### config.mk
export PLATFORM = sky130hd
export DESIGN_NAME = memory_bus_arbiter
export DESIGN_NICKNAME = d
export VERILOG_FILES = /design/src/rtl/memory_bus_arbiter.sv
export SDC_FILE = /design/constraint.sdc
export NUM_CORES = 1
export LEC_CHECK = 0
export ABC_AREA = 0
export CORE_ASPECT_RATIO = 1.25
export CORE_MARGIN = 1.5
export CORE_UTILIZATION = 30
export CTS_CLUSTER_SIZE = 12
export DETAILED_ROUTE_END_ITERATION = 10
export GPL_ROUTABILITY_DRIVEN = 0
export GPL_TIMING_DRIVEN = 0
export PLACE_DENSITY = 0.65
export SETUP_SLACK_MARGIN = 0.1
export SLEW_MARGIN = 20
export SYNTH_ARGS = -nofsm -noshare
export SYNTH_HDL_FRONTEND = slang
export SYNTH_SLANG_ARGS = --single-unit
### constraint.sdc
create_clock -name clk -period 1.6 [get_ports clk]
set_input_delay 0.16 -clock clk [delete_from_list [all_inputs] [get_ports clk]]
set_output_delay 0.16 -clock clk [all_outputs]
set_load 0.03 [all_outputs]
### src/rtl/memory_bus_arbiter.sv
// rtl/memory_bus_arbiter.sv - two-master memory_bus arbiter (port 0 CPU, port 1 DMA/video fetch)
// Optional macro ARB_STARVE_GUARD_EN: DMA wins once it has waited MAX_WAIT cycles.
module memory_bus_arbiter #(
    parameter int ADDR_WIDTH    = 24,
    parameter int SETTLE_CYCLES = 1,
    parameter int MAX_WAIT      = 16
) (
    input  logic                  clk,
    input  logic                  reset,
    input  logic                  cpu_req,
    input  logic                  cpu_write,
    input  logic [ADDR_WIDTH-1:0] cpu_address,
    input  logic [7:0]            cpu_wdata,
    output logic [7:0]            cpu_rdata,
    output logic                  cpu_ack,
    input  logic                  dma_req,
    input  logic                  dma_write,
    input  logic [ADDR_WIDTH-1:0] dma_address,
    input  logic [7:0]            dma_wdata,
    output logic [7:0]            dma_rdata,
    output logic                  dma_ack,
    output logic [ADDR_WIDTH-1:0] mem_address,
    output logic [7:0]            mem_data_in,
    input  logic [7:0]            mem_data_out,
    output logic                  mem_bus_enable,
    output logic                  mem_write_enable,
    input  logic                  mem_bus_halt,
    output logic                  owner
);
    typedef enum logic [1:0] {IDLE, ISSUE, WAIT, ACK} state_t;

    localparam logic [3:0] SETTLE_LOAD = 4'(SETTLE_CYCLES);

    state_t                state, state_next;
    logic [ADDR_WIDTH-1:0] lat_address;
    logic [7:0]            lat_wdata;
    logic                  lat_write;
    logic [3:0]            settle_cnt;
    logic                  any_req;
    logic                  grant_dma;
    logic                  settle_done;

    assign any_req     = cpu_req | dma_req;
    assign settle_done = !mem_bus_halt && (settle_cnt == 4'd1);

`ifdef ARB_STARVE_GUARD_EN
    localparam logic [4:0] STARVE_LIMIT = 5'(MAX_WAIT);
    logic [4:0] starve_cnt;

    assign grant_dma = dma_req & (~cpu_req | (starve_cnt >= STARVE_LIMIT));

    // Counts every cycle DMA is asking but not being granted; saturates at 31.
    always_ff @(posedge clk or negedge reset) begin
        if (!reset) begin
            starve_cnt <= '0;
        end else if (state == IDLE && grant_dma) begin
            starve_cnt <= '0;
        end else if (dma_req && starve_cnt != 5'd31) begin
            starve_cnt <= starve_cnt + 5'd1;
        end
    end
`else
    localparam int unused_max_wait = MAX_WAIT;
    assign grant_dma = dma_req & ~cpu_req;
`endif

    always_ff @(posedge clk or negedge reset) begin
        if (!reset) begin
            state       <= IDLE;
            lat_address <= '0;
            lat_wdata   <= '0;
            lat_write   <= 1'b0;
            owner       <= 1'b0;
            settle_cnt  <= '0;
            cpu_rdata   <= '0;
            dma_rdata   <= '0;
        end else begin
            state <= state_next;
            case (state)
                IDLE: begin
                    if (any_req) begin
                        owner       <= grant_dma;
                        lat_address <= grant_dma ? dma_address : cpu_address;
                        lat_wdata   <= grant_dma ? dma_wdata : cpu_wdata;
                        lat_write   <= grant_dma ? dma_write : cpu_write;
                    end
                end
                ISSUE: settle_cnt <= SETTLE_LOAD;
                WAIT: begin
                    if (mem_bus_halt) begin
                        settle_cnt <= SETTLE_LOAD;
                    end else begin
                        settle_cnt <= settle_cnt - 4'd1;
                        if (settle_done && !lat_write) begin
                            if (owner) dma_rdata <= mem_data_out;
                            else       cpu_rdata <= mem_data_out;
                        end
                    end
                end
                default: ;
            endcase
        end
    end

    always_comb begin
        state_next       = state;
        mem_bus_enable   = 1'b0;
        mem_write_enable = 1'b0;
        cpu_ack          = 1'b0;
        dma_ack          = 1'b0;
        case (state)
            IDLE: if (any_req) state_next = ISSUE;
            ISSUE: begin
                mem_bus_enable   = 1'b1;
                mem_write_enable = lat_write;
                state_next       = WAIT;
            end
            WAIT: begin
                mem_bus_enable   = 1'b1;
                mem_write_enable = lat_write;
                if (settle_done) state_next = ACK;
            end
            ACK: begin
                cpu_ack    = ~owner;
                dma_ack    = owner;
                state_next = IDLE;
            end
            default: state_next = IDLE;
        endcase
    end

    // Latched values drive the bus continuously so the address never moves mid-access.
    assign mem_address = lat_address;
    assign mem_data_in = lat_wdata;

endmodule
# After elaboration in Yosys (flattened, before gate mapping)
# Cells that the tools add are included.
classes:
  addsub: 1
  n_eq_ne: 6
  muxes: 12
  n_bitwise: 5
  reduce_logical: 11
ops:
  columns: ["cell", "count"]
  rows:
  - ["2-to-1 mux 24 bit", 1]
  - ["2-to-1 mux 8 bit", 1]
  - ["case mux 2 bit (4 select lines)", 1]
  - ["case mux 4 bit (2 select lines)", 1]
  - ["AND reduction 4 bit", 2]
  - ["2-to-1 mux 1 bit", 5]
  - ["equality test 2 bit, second input constant", 2]
  - ["equality test 4 x 1 -> 1 bit, second input constant", 1]
  - ["2-to-1 mux 2 bit", 2]
  - ["2-to-1 mux 4 bit", 1]
  - ["!= test 2 bit, second input constant", 2]
  - ["AND reduction 2 bit", 2]
  - ["subtractor 4 x 1 -> 4 bit, second input constant", 1]
  - ["inverter 1 bit", 3]
  - ["equality test 2 x 1 -> 1 bit, second input constant", 1]
  - ["logical AND 1 bit", 2]
  - ["zero test 1 bit", 2]
  - ["zero test 2 bit", 1]
  - ["nonzero test 2 bit", 1]
  - ["OR reduction 2 bit", 1]
  - ["AND 1 bit", 1]
  - ["bitwise OR 1 bit", 1]
word_totals:
  register_bits: 56
  output_inout_bits: 53

# Depth between registers and ports, before layout
# Gate-level depths: netlist of the first run.
depth:
  depth_word: 4
  mapped_depth: 7
  ltp_nobuf: 5

# Worst setup path before layout of the first run
# OpenSTA, ideal clock, no wires.
synth_path:
  kind: "register to register"
  start: "register settle_cnt[1]"
  end: "register state[1]"
  t_arrival_ps: 1518
  required_time_ps: 1472
  setup_slack_ps: -45
  path_stages_with_launch: 6
  path_buffers: 0
  synth_period_minus_slack_ps: 1645
  path_cell_list: "dfrtp_1 inv_1 ha_1 or4b_4 a21oi_2 mux2_1"
synth_via:
  elab_chain_cells: 4
synth_rtl:
  columns: ["element", "line_no", "source"]
  rows:
  - ["from (decl)", "38", "logic [3:0] settle_cnt;"]
  - ["from (signal assigned)", "93", "settle_cnt <= settle_cnt - 4'd1;"]
  - ["equality test 4 x 1 -> 1 bit", "44", "assign settle_done = !mem_bus_halt && (settle_cnt == 4'd1);"]
  - ["logical AND 1 bit", "44", null]
  - ["!= test 2 bit (no source line)", null, null]
  - ["AND reduction 2 bit (no source line)", null, null]
  - ["to (signal assigned)", "78", "state <= state_next;"]
  - ["to (decl)", "34", "state_t state, state_next;"]
# No other way between the ends.
# A chain may end at the register's enable or synchronous reset.

# Worst setup path after layout of the first run
# Ends and elaborated chain as after synthesis.

==> flow_results.org, run 1 <==
** Global route
- For met3 alone, demand over resource in global routing was 4.66%.
- For this run the aggregate overflow at the end of global routing stands at 0.
- Entering global routing, the biggest net connects 57 pins.
- The via count of the first global-routing pass came to 2213.
- Global-route usage over all layers :: roughly 15%
- Global routing used 16.8% of the available met1 tracks.
- Global-route track usage on met2 :: approximately 27%
- Antenna violations before repair :: 0
- The first global-routing pass estimated 10700 um of wire.
- Most used routing layer :: met2

** Routing
- Via count :: 2179
- Number of DRC markers after the initial detailed-route iteration :: 42
- Detailed-route wire length per cell :: around 14 um
- Wires add up to 6670 um.
- Via density per instance :: 4.69
- Routed Antenna Nets :: 0
- DRC violations left :: 0
- Before antenna repair, the detailed router went through 3 iterations.

** Timing
- Finish-stage setup viols :: 17
- Headroom to the max-slew limit came out at between 50% and 60%.
- Of the available clock period, the critical path in the final layout requires 103%.
- Fin Clk Skew :: 0.00608 ns
- Setup WS post-layout :: -0.0454 ns
- Hold Vio Cnt, Final :: 0
- Max-slew violation count :: 0
- Static timing analysis puts the maximum clock frequency at between 600 and 700 MHz.
- Setup repair after global routing could not meet its margin everywhere.
- In the final timing run, aggregate negative setup slack is -0.258 ns.
- Final min period :: 1.65 ns
- Tightest Pin Transition :: 0.692 ns

** Clock network
- CTS tree :: done
- Post-CTS clock slew at the launch and capture registers of the worst setup and hold paths :: 0.10 ns
- Clock latency of the later-clocked register in the worst-skew pair :: 0.30 ns
- Level count of the clock H-tree :: 2
- CTS saw 56 sinks.
- Number of buffers created by CTS :: 5
- The tree is rooted in a sky130_fd_sc_hd__clkbuf_8.
- Number of buffers on the longest clock path :: 2

** Logic synthesis
- Counting flops and latches in the post-synthesis netlist gives 56.
- The Yosys step of the flow raised 0 warnings.
- EDFF count, synth :: 0
- The number of nets handed over by synthesis was 307.
- After technology mapping, the gate count stands at 222.
- For this run, the register share of the synthesized area comes to between 50% and 60%.
- Count of unique library cells instantiated by Yosys :: 31
- Mapped Area :: 0.00257 mm2
- Mean area per synthesized cell :: 11.6 um2
- Counting flops with an async set or reset pin after synthesis yields a share of 100%.
- Top_reg_cell synth :: sky130_fd_sc_hd__dfrtp_1

** Pwr
- Fraction of power consumed by sequential logic :: 32.2%
- Peak supply drop :: 0.000626 V
- Net load switching power :: 3.39 mW
- The internal power of the cells totals ~4.2 mW.
- Power density normalized to cell area :: approximately 1800 mW/mm2
- The share of total power dissipated in the clock network is a little under a tenth.
- Per report_power, the combinational group accounts for 58.2% of the total.
- Leakage power of the design :: around 2.2 nW
- Total power of the final layout :: approximately 7.6 mW
- Net switching is 44.5% of the power.

** Final layout
- Leading cell types in the layout, fill and taps excluded :: 77 x sky130_fd_sc_hd__clkdlybuf4s50_1, 55 x sky130_fd_sc_hd__dfrtp_1, 37 x sky130_fd_sc_hd__dlygate4sd2_1
- Once layout is complete, the utilization of the core stands at 50.9%.
- The repair_antennas step left the layout with diodes totalling 0.
- Synth-to-Final Area Change :: 64.5%
- Fraction of layout cells with a size suffix above 1 :: 17.9%
- Fin nets :: 453
- Leaving out fill and tap cells, the most frequent cell in the layout is sky130_fd_sc_hd__clkdlybuf4s50_1.

** Floorplanning
- Chip Width :: about 86 um
- Die Outline Area :: slightly above 0.009 mm2
- Pin placement for this block handled 132 I/O pins.
- Starting utilization of the core area :: 31.0%
- The floorplan step set the die height to 106 um.
- Placeable Area :: 0.00829 mm2
- The floorplan has 37 rows.

** Setup path
- Worst Path Class, Setup :: reg2reg
- Data required time at the worst endpoint :: ~1.8 ns
- Arr. time, crit path :: 1.84 ns
- Sort of element at the end of the critical path :: flip-flop
- STA classifies the critical path startpoint as a flip-flop.
- CP max FO :: 2

** Worst hold path
- The min-delay analysis places its worst path in the category in2async.

** Placed design
- In this run the tool buffered the top-level ports with 131 buffer cells.
- Estimated wirelength of the detail-placed design :: 4960 um

** Flow run
- Maximum Capacitance Violations :: 0

** Outcome
- The final reports fail on setup timing.
- The flow ran to the end, but the final reports show violations.
-- sequential cells by signal, indices dropped and copies added (netlist names) --
register / cells
owner: 1
state: 2
dma_rdata: 8
lat_write: 1
cpu_rdata: 8
mem_data_in: 8
mem_address: 24
settle_cnt: 4
-- synthesized netlist by cell type, types with 3 or more instances --
cell                       number  area (um2)
sky130_fd_sc_hd__a21oi_1        3        15.0
sky130_fd_sc_hd__and2_1         3        18.8
sky130_fd_sc_hd__buf_4          3        22.5
sky130_fd_sc_hd__clkbuf_1       5        18.8
sky130_fd_sc_hd__dfrtp_1       56        1400
sky130_fd_sc_hd__ha_1           6        75.1
sky130_fd_sc_hd__inv_1          4        15.0
sky130_fd_sc_hd__mux2_2        16         180
sky130_fd_sc_hd__mux2i_1       33         330
sky130_fd_sc_hd__nand2_1       33         124
sky130_fd_sc_hd__nand2b_1       3        18.8
sky130_fd_sc_hd__o21ai_0       31         155
sky130_fd_sc_hd__o21ai_1        5        25.0
-- routing by layer --
metal	routed length, um	share of wire, %	vias to the layer above
li1	-	-	1059
met1	2680	40	1031
met2	3430	52	83
met3	501	7.5	6
met4	54	0.81	0
met5	0	0	-
-- cells by family (layout without fill, tap and decap cells) --
group / count (synthesis) / in the layout / share of synthesized area [%]
flops: 56 / 56 / 54.6
buf+inv: 15 / 161 / 2.73
fa+ha+maj: 6 / 6 / 2.93
mux: 50 / 50 / 20.3
simple gates: 51 / 51 / 10.0
compound gates: 44 / 44 / 9.36
-- cell type report --
type / instances / area [um2]
repair buffers: 139 / 1350
clock buffers: 6 / 72.6
fillers: 805 / 4070
plain buffers: 11 / 86.3
inverters: 4 / 15.0
well taps: 97 / 121
flip-flops and latches: 56 / 1400
multi-input cells: 151 / 1170
clock inverters: 1 / 5.00
-- worst paths after layout --
| path | slack [ns] | startpoint | to | cells past startpoint |
|---|---|---|---|---|
| min in group clk | 0.47 | dma_address[7] | mem_address[7] | 3 |
| hold reg to reg | 0.48 | mem_address[17] | mem_address[17] | 2 |
| max in group asynchronous | 0.67 | reset | settle_cnt[0] | 2 |
| setup reg to reg | -0.05 | settle_cnt[1] | state[1] | 5 |
| hold / removal | 0.45 | reset | owner | 2 |
| setup / recovery | -0.05 | settle_cnt[1] | state[1] | 5 |
-- metrics by stage --
step | hold WS (ns) | area (um2) | instances | worst slack, ns
6_report | 0.449 | 4220 | 465 | -0.0454
5_1_grt | 0.488 | 4220 | 465 | -0.110
4_1_cts | 0.465 | 4120 | 460 | -0.0576
3_5_place_dp | 0.257 | 4030 | 450 | -0.321
3_3_place_gp | 0.462 | 4030 | 450 | -1.61
2_1_floorplan | -0.136 | 2600 | 222 | -0.00377
-- critical path, cell delays in order (launching register included) --
cell and delay (ns):
sky130_fd_sc_hd__dfrtp_1 0.40, sky130_fd_sc_hd__inv_2 0.08, sky130_fd_sc_hd__ha_4 0.13, sky130_fd_sc_hd__or4b_4 0.47, sky130_fd_sc_hd__a21oi_4 0.15, sky130_fd_sc_hd__mux2_4 0.31
-- repair_timing --
action	4_1_cts	5_1_grt
buffers inserted	2	5
gates resized for setup	77	26
hold buffers	1	0
hold endpoints to repair	56	0
pin swaps	1	1
endpoints found under the setup margin	91	66
-- power groups by stage --
stage	Clock (mW)	Combinational [mW]	Sequential [mW]
final	0.731	4.45	2.46
after global routing	0.821	4.77	2.56
after CTS	0.766	4.38	2.48
after detailed placement	0	4.53	2.52
after global placement	0	4.48	2.49
after floorplan	0	1.39	3.68
Power figures use the tool's default switching activity.
==> run 2, diff against run 1 <==
--- a/config.mk
+++ b/config.mk
@@ -11,9 +11,10 @@
 export CORE_UTILIZATION = 30
 export CTS_CLUSTER_SIZE = 12
 export DETAILED_ROUTE_END_ITERATION = 10
+export DONT_BUFFER_PORTS = 1
 export GPL_ROUTABILITY_DRIVEN = 0
 export GPL_TIMING_DRIVEN = 0
-export PLACE_DENSITY = 0.65
+export PLACE_DENSITY = 0.44
 export SETUP_SLACK_MARGIN = 0.1
 export SLEW_MARGIN = 20
 export SYNTH_ARGS = -nofsm -noshare
==> run 2 against run 1 <==
  * The run still ends with setup timing left
  * Utilization fell by 13 points
  * Critical path type unchanged
  * Critical path depth did not move
  * Flip-flop and latch count did not move
  * Clock power rose by 8.5%
==> flow_results.org, run 2 (same netlist as run 1, synthesis figures left out) <==
** Clock network
- TritonCTS built the clock tree.
- The clock net sink count came to 56 (unchanged).
- Post-CTS clock slew at the launch and capture registers of the worst setup and hold paths :: 0.11 ns (about the same)
- The clock insertion delay at the later pin of the skew report is 0.31 ns (about the same).
- CTS root buf :: sky130_fd_sc_hd__clkbuf_8
- The deepest clock path buffer count is 2 (unchanged).
- Number of buffers created by CTS :: 5 (unchanged)
- The H-tree depth is 2 (unchanged).

** Timing
- Final period util :: 102% (-1.3 points)
- Final min period :: 1.62 ns (-0.0207 ns)
- Finish-stage setup viols :: 1 (-16)
- The final worst slack came to -0.0247 ns (+0.0207 ns).
- Final total negative setup slack :: -0.0247 ns (+0.233 ns)
- The transition time at the pin with the least slew margin is 0.368 ns (-0.325 ns).
- The clock skew after layout was 0.00846 ns (+0.00238 ns).
- The final hold violation count came to 0 (unchanged).
- Setup repair after global routing missed its margin :: yes
- The relative slew slack came to 75.5% (+22 points).
- The count of pins over their slew limit came to 0 (unchanged).
- The maximum operating frequency was 615 MHz (+1.3%).

** Floorplanning
- Die Y-Extent :: 106 um (unchanged)
- Chip Width :: 85.7 um (unchanged)
- Die Outline Area :: 0.00912 mm2 (unchanged)
- The initial cell density of the core was 31.0% (unchanged).
- The area inside the core boundary came to 0.00829 mm2 (unchanged).
- FP Rows :: 37 (unchanged)
- I/O pins :: 132 (unchanged)

** Pwr
- The peak supply drop came to 0.000668 V (+6.8%).
- Leakage power of the design :: 1.52 nW (-30%)
- The total power per unit cell area came to 2180 mW/mm2 (+20%).

** Global route
- The pin count of the biggest net entering global routing came to 57 (unchanged).
- Wire length of the first global-routing pass :: 9080 um (-15%)
- Global-route usage over all layers :: 12.8% (-2.0 points)
- Antenna violations before repair :: 0 (unchanged)
- Overflow after GRT :: 0 (unchanged)
- The via count of the first global-routing pass was 1796 (-19%).

** Final layout
- Number of antenna cells inserted :: 0 (unchanged)
- The flip-flop count of the largest register, all copies and words added came to 24 (unchanged).
- The area growth from synthesis to layout is 21.5%.
- Most common cell after layout, fill and taps aside :: sky130_fd_sc_hd__dfrtp_1
- The library cells used most frequently in the layout, excluding fill and tap cells, are 54 x sky130_fd_sc_hd__dfrtp_1, 33 x sky130_fd_sc_hd__mux2i_1, 33 x sky130_fd_sc_hd__nand2_1.
- The net count reported at finish is 336 (-26%).
- The fraction of final layout cells sized beyond drive strength 1 came to 27.4% (+9.4 points).
- The core utilization of the finished layout is 37.6% (-13 points).

** Outcome
- Result of the run :: finished with violations
- The final reports fail on setup timing.

** Setup path
- The signal on the critical path passes through inv_2 > ha_4 > or4b_4 > a21oi_4 > mux2_4.
- Data required time at the worst endpoint :: 1.80 ns (about the same)
- The largest fanout on the critical path was 2 (unchanged).
- Family with the most delay on the worst path :: simple AND/OR/NAND/NOR gates
- Biggest cell delay along the critical path :: 0.47 ns (about the same)
- The worst setup path is captured at a flip-flop.
- Worst Path Class, Setup :: reg2reg
- Arr. time, crit path :: 1.82 ns (-0.02 ns)
- The number of cells on the worst reg-to-reg path is 5 (unchanged).
- The startpoint identified for the worst register-to-register timing path is settle_cnt[1].
- The worst setup path is launched from a flip-flop.
- The worst reg-to-reg setup slack came to -0.02 ns (+0.02 ns).
- Count of buffering cells on the critical path with inverters included :: 1 (unchanged)
- The slowest stage of the critical path is the sky130_fd_sc_hd__or4b_4 cell.
- The endpoint identified for the worst register-to-register timing path is state[1].

** Routing
- The wire length reported by the detailed router came to 5860 um (-12%).
- The remaining routing DRC violations was 0 (unchanged).
- The total number of vias was 1767 (-19%).
- The post-detailed-route via-to-cell ratio is 5.06 (+8.0%).
- Detailed-route wire length per cell :: 16.8 um (+17%)
- The final antenna-violating net count is 0 (unchanged).
- Pre-Repair DR Iteration Count :: 4 (+1)
- The starting DRC count in detailed routing came to 23 (-45%).

** Worst hold path
- Worst min path class :: in2reg
- Endpoint of the worst hold path :: mem_address[3]
- Counting instances, the worst hold path has a depth of 2.
- In this run the most critical hold path is launched from dma_address[3].

** Flow run
- Maximum Capacitance Violations :: 0 (unchanged)

** Placed design
- The pre-CTS setup slack came to -0.205 ns (+0.116 ns).
- The number of buffers inserted by port buffering was 0 (-100%).
- Estimated wirelength of the detail-placed design :: 4110 um (-17%)
[run 2: how the worst max path moves through the flow]
stage                        startpoint         endpoint  slack [ns]  cells past startpoint
after global placement         state[0]  mem_address[19]       -0.20                      7
final                     settle_cnt[1]         state[1]       -0.02                      5
after global routing      settle_cnt[1]         state[1]       -0.06                      5
after CTS                 settle_cnt[1]         state[1]       -0.03                      5
after floorplan           settle_cnt[1]         state[1]      -0.004                      5
after detailed placement       state[0]  mem_address[17]       -0.20                      7
[run 2: final cells by class]
class / instances / area, um2
timing repair buffer: 22 / 210
clock inverter: 3 / 22.5
sequential: 56 / 1400
clock buffer: 5 / 68.8
inverter: 4 / 15.0
tap: 97 / 121
multi-input combinational: 151 / 1200
fill: 836 / 5170
buffer: 11 / 78.8
[run 2: where the power goes]
group	switching, mW	internal (mW)
clock network	0.478	0.315
registers	1.74	2.08
logic	1.09	1.08
[run 2: routing by layer]
metal,track usage (%),part of all wire (%),vias up
met3,3.88,7.3,2
met2,22.7,51,83
li1,-,-,833
met1,14.6,41,849
met5,0,0,-
met4,3.80,0.65,0
[run 2: through the flow]
step / area (um2) / std cells / hold WS [ns] / total power, mW
after floorplan: 2600 / 222 / -0.136 / 5.07
after global placement: 2720 / 319 / -0.134 / 5.52
after detailed placement: 2720 / 319 / -0.134 / 5.55
after CTS: 3080 / 347 / 0.0187 / 6.81
after global routing: 3120 / 349 / 0.0211 / 7.25
final: 3120 / 349 / 0.0303 / 6.78
[run 2: worst reg2reg max path: cells and delay by family, from the launching register on]
kind                       cells  cell delay [ns]
buffers and inverters          1             0.08
AOI/OAI and AO/OA              1             0.15
muxes                          1             0.31
adders and majority gates      1             0.11
and+or+nand+nor                1             0.47
DFF                            1             0.40
[run 2: repair_timing]
| action | 4_1_cts | 5_1_grt |
|---|---|---|
| hold endpoints to repair | 73 | 0 |
| gates resized for setup | 26 | 5 |
| hold buffers | 11 | 0 |
| pin swaps | 2 | 0 |
| setup endpoints to repair | 57 | 30 |
| buffers inserted | 9 | 2 |
==> run 3, diff against run 2 <==
--- a/config.mk
+++ b/config.mk
@@ -15,6 +15,7 @@
 export GPL_ROUTABILITY_DRIVEN = 0
 export GPL_TIMING_DRIVEN = 0
 export PLACE_DENSITY = 0.44
+export REMOVE_ABC_BUFFERS = 1
 export SETUP_SLACK_MARGIN = 0.1
 export SLEW_MARGIN = 20
 export SYNTH_ARGS = -nofsm -noshare
==> constraint.sdc (replaced) <==
create_clock -name clk -period 1.6 [get_ports clk]
set_input_delay 0.16 -clock clk [delete_from_list [all_inputs] [get_ports clk]]
set_output_delay 0.16 -clock clk [all_outputs]
set_load 0.02 [all_outputs]
==> run 3 against run 2 <==
  * Fmax shrank 0.48%
  * The flow still finishes with violations (setup timing)
  * Design area grew 1.7%
  * Routed wire length shrank 2.9%
  * Critical path depth is the same
  * Worst hold slack lost 0.0010 ns
  * Utilization grew 0.65 points
  * Clock skew is essentially flat
  * Clock-buffer cell count is the same
==> flow_results.org, run 3 (same netlist as run 1, synthesis figures left out) <==
** Routing
- The final antenna-violating net count came to 0 (unchanged).
- The wire length reported by the detailed router was 5690 um (-2.9%).
- Routed length on met2 :: 2780 um (-6.7%)
- Routed met1 length :: 2400 um (-0.58%)
- The starting DRC count in detailed routing was 37 (+61%).
- The post-detailed-route via-to-cell ratio is 4.99 (-1.5%).
- The length of the first detailed-routing pass in iterations is 4 (unchanged).
- Met3 wire len :: 410 um (-4.7%)
- Via count :: 1705 (-3.5%)
- The detailed-route wire length per cell came to 16.6 um (-0.95%).
- DRC violations left :: 0 (unchanged)
- Routed signal wires occupy layers up through met4.

** Setup path
- By startpoint and endpoint, the worst setup path is classified as reg2reg.
- The startpoint identified for the worst register-to-register timing path is settle_cnt[1].
- The data arrival at the endpoint of the critical path came to 1.84 ns (+0.02 ns).
- Sort of element at the end of the critical path :: flip-flop
- Depth of the worst register-to-register path :: 5 (unchanged)
- The largest fanout on the critical path is 2 (unchanged).
- Worst Setup Start Kind :: flip-flop
- Data required time at the worst endpoint :: 1.81 ns (about the same)
- Tracing the worst setup path back leads to its startpoint at settle_cnt[1].

** Timing
- The final cycle utilization of the critical path came to 102% (+0.49 points).
- Fin Hold WS :: 0.0293 ns (-0.00101 ns)
- The setup TNS is -0.0326 ns (-0.00788 ns).
- Setup repair after global routing could not meet its margin everywhere.
- The transition time at the pin with the least slew margin was 0.505 ns (+0.137 ns).
- Setup WS post-layout :: -0.0326 ns (-0.00788 ns)
- The maximum operating frequency came to 613 MHz (-0.48%).
- Hold Vio Cnt, Final :: 0 (unchanged)
- The clock skew after layout is 0.00862 ns (+0.000157 ns).
- Max-slew headroom :: 66.3% (-9.2 points)
- Final min period :: 1.63 ns (+0.00788 ns)
- The count of pins over their slew limit was 0 (unchanged).
- Finish-stage setup viols :: 1 (unchanged)

** Placed design
- Inst Count DP :: 311 (-2.5%)
- Setup Slack @ Placement :: -0.164 ns (+0.0406 ns)
- The final HPWL from detailed placement came to 3720 um (-9.5%).
- PortBufs :: 0 (unchanged)

** Final layout
- The fill cell total of the finished layout is 823 (-1.6%).
- Final non-filler cell total :: 342 (-2.0%)
- The net count reported at finish was 329 (-2.1%).
- Number of antenna cells inserted :: 0 (unchanged)
- Leading cell types in the layout, fill and taps excluded :: 56 x sky130_fd_sc_hd__dfrtp_1, 33 x sky130_fd_sc_hd__mux2i_1, 32 x sky130_fd_sc_hd__nand2_1
- The fraction of final layout cells sized beyond drive strength 1 is 25.3% (-2.1 points).
- Leaving out fill and tap cells, the most frequent cell in the layout is sky130_fd_sc_hd__dfrtp_1.
- Synth-to-Final Area Change :: 23.5%
- The flip-flop count of the largest register, all copies and words added was 24 (unchanged).

** Pwr
- Leakage power of the design :: 1.54 nW (+1.5%)
- The peak supply drop is 0.000555 V (-17%).
- Power density normalized to cell area :: 2060 mW/mm2 (-5.3%)
- The total power of the final layout was 6.54 mW (-3.7%).

** Clock network
- CTS tree :: done
- Number of buffers created by CTS :: 5 (unchanged)
- The deepest clock path buffer count is 2 (unchanged).
- The H-tree depth is 2 (unchanged).
- Post-CTS clock slew at the launch and capture registers of the worst setup and hold paths :: 0.11 ns (about the same)
- The clock net sink count was 56 (unchanged).
- Clock latency of the later-clocked register in the worst-skew pair :: 0.32 ns (about the same)
- CTS root buf :: sky130_fd_sc_hd__clkbuf_8

** Global route
- Overflow after GRT :: 0 (unchanged)
- The via count of the first global-routing pass was 1695 (-5.6%).
- Wire length of the first global-routing pass :: 8650 um (-4.8%)
- The pin count of the biggest net entering global routing came to 57 (unchanged).
- Antenna violations before repair :: 0 (unchanged)
- Global-route usage over all layers :: 12.2% (-0.56 points)

** Floorplanning
- The initial cell density of the core is 31.0% (unchanged).
- Placeable Area :: 0.00829 mm2 (unchanged)
- I/O pins :: 132 (unchanged)
- Chip Width :: 85.7 um (unchanged)
- Die Outline Area :: 0.00912 mm2 (unchanged)
- FP Rows :: 37 (unchanged)
- The chip height came to 106 um (unchanged).

** Flow run
- Maximum Capacitance Violations :: 0 (unchanged)

** Worst hold path
- Hold path cells :: 2 (unchanged)
- Hold path startpoint :: dma_req
- Worst min path class :: in2reg

** Outcome
- The flow ran to the end, but the final reports show violations.
- The final reports fail on setup timing.
[run 3: final cells by class]
cell class	count	area (um2)	area share [%]
flip-flops and latches	56	1400	44.2
multi-input cells	151	1210	38.3
repair buffers	26	308	9.71
well taps	97	121	3.83
clock buffers	5	68.8	2.17
clock inverters	3	42.5	1.34
inverters	4	15.0	0.474
[run 3: worst max-delay path, cell delays in order (launching register included)]
cell	delay, ns
sky130_fd_sc_hd__dfrtp_1	0.40
sky130_fd_sc_hd__inv_2	0.08
sky130_fd_sc_hd__ha_4	0.12
sky130_fd_sc_hd__or4b_4	0.47
sky130_fd_sc_hd__a21oi_4	0.15
sky130_fd_sc_hd__mux2_4	0.31
[run 3: stage by stage]
step	cell area (um2)	utilization (%)
2_1_floorplan	2510	-
3_3_place_gp	2630	31.8
3_5_place_dp	2720	32.8
4_1_cts	3130	37.7
5_1_grt	3170	38.3
6_report	3170	38.3
[run 3: worst paths after layout]
check / endpoint / slack (ns)
setup / recovery: state[1] / -0.03
hold / removal: owner / 0.03
setup reg to reg: state[1] / -0.03
hold reg to reg: lat_write / 0.54
max in group asynchronous: mem_address[16] / 1.00
min in group asynchronous: owner / 0.36
[run 3: report_power, final]
part / switching (mW) / internal, mW / total, mW
sequential: 1.27 / 2.08 / 3.35
combinational: 1.06 / 1.18 / 2.24
clock: 0.479 / 0.464 / 0.944
total: 2.81 / 3.73 / 6.54
[run 3: per-layer routing]
metal  vias to the layer above  GRT usage [%]
li1                        814              -
met4                         0           5.18
met2                        87           19.8
met5                         -              0
met3                         5           3.42
met1                       799           15.2
[run 3: timing repair]
item	in CTS	in global routing
gates resized for setup	25	13
setup endpoints to repair	31	41
pin swaps	3	1
hold buffers	11	0
cloned	0	1
buffers inserted	9	2
endpoints found under the hold margin	73	0
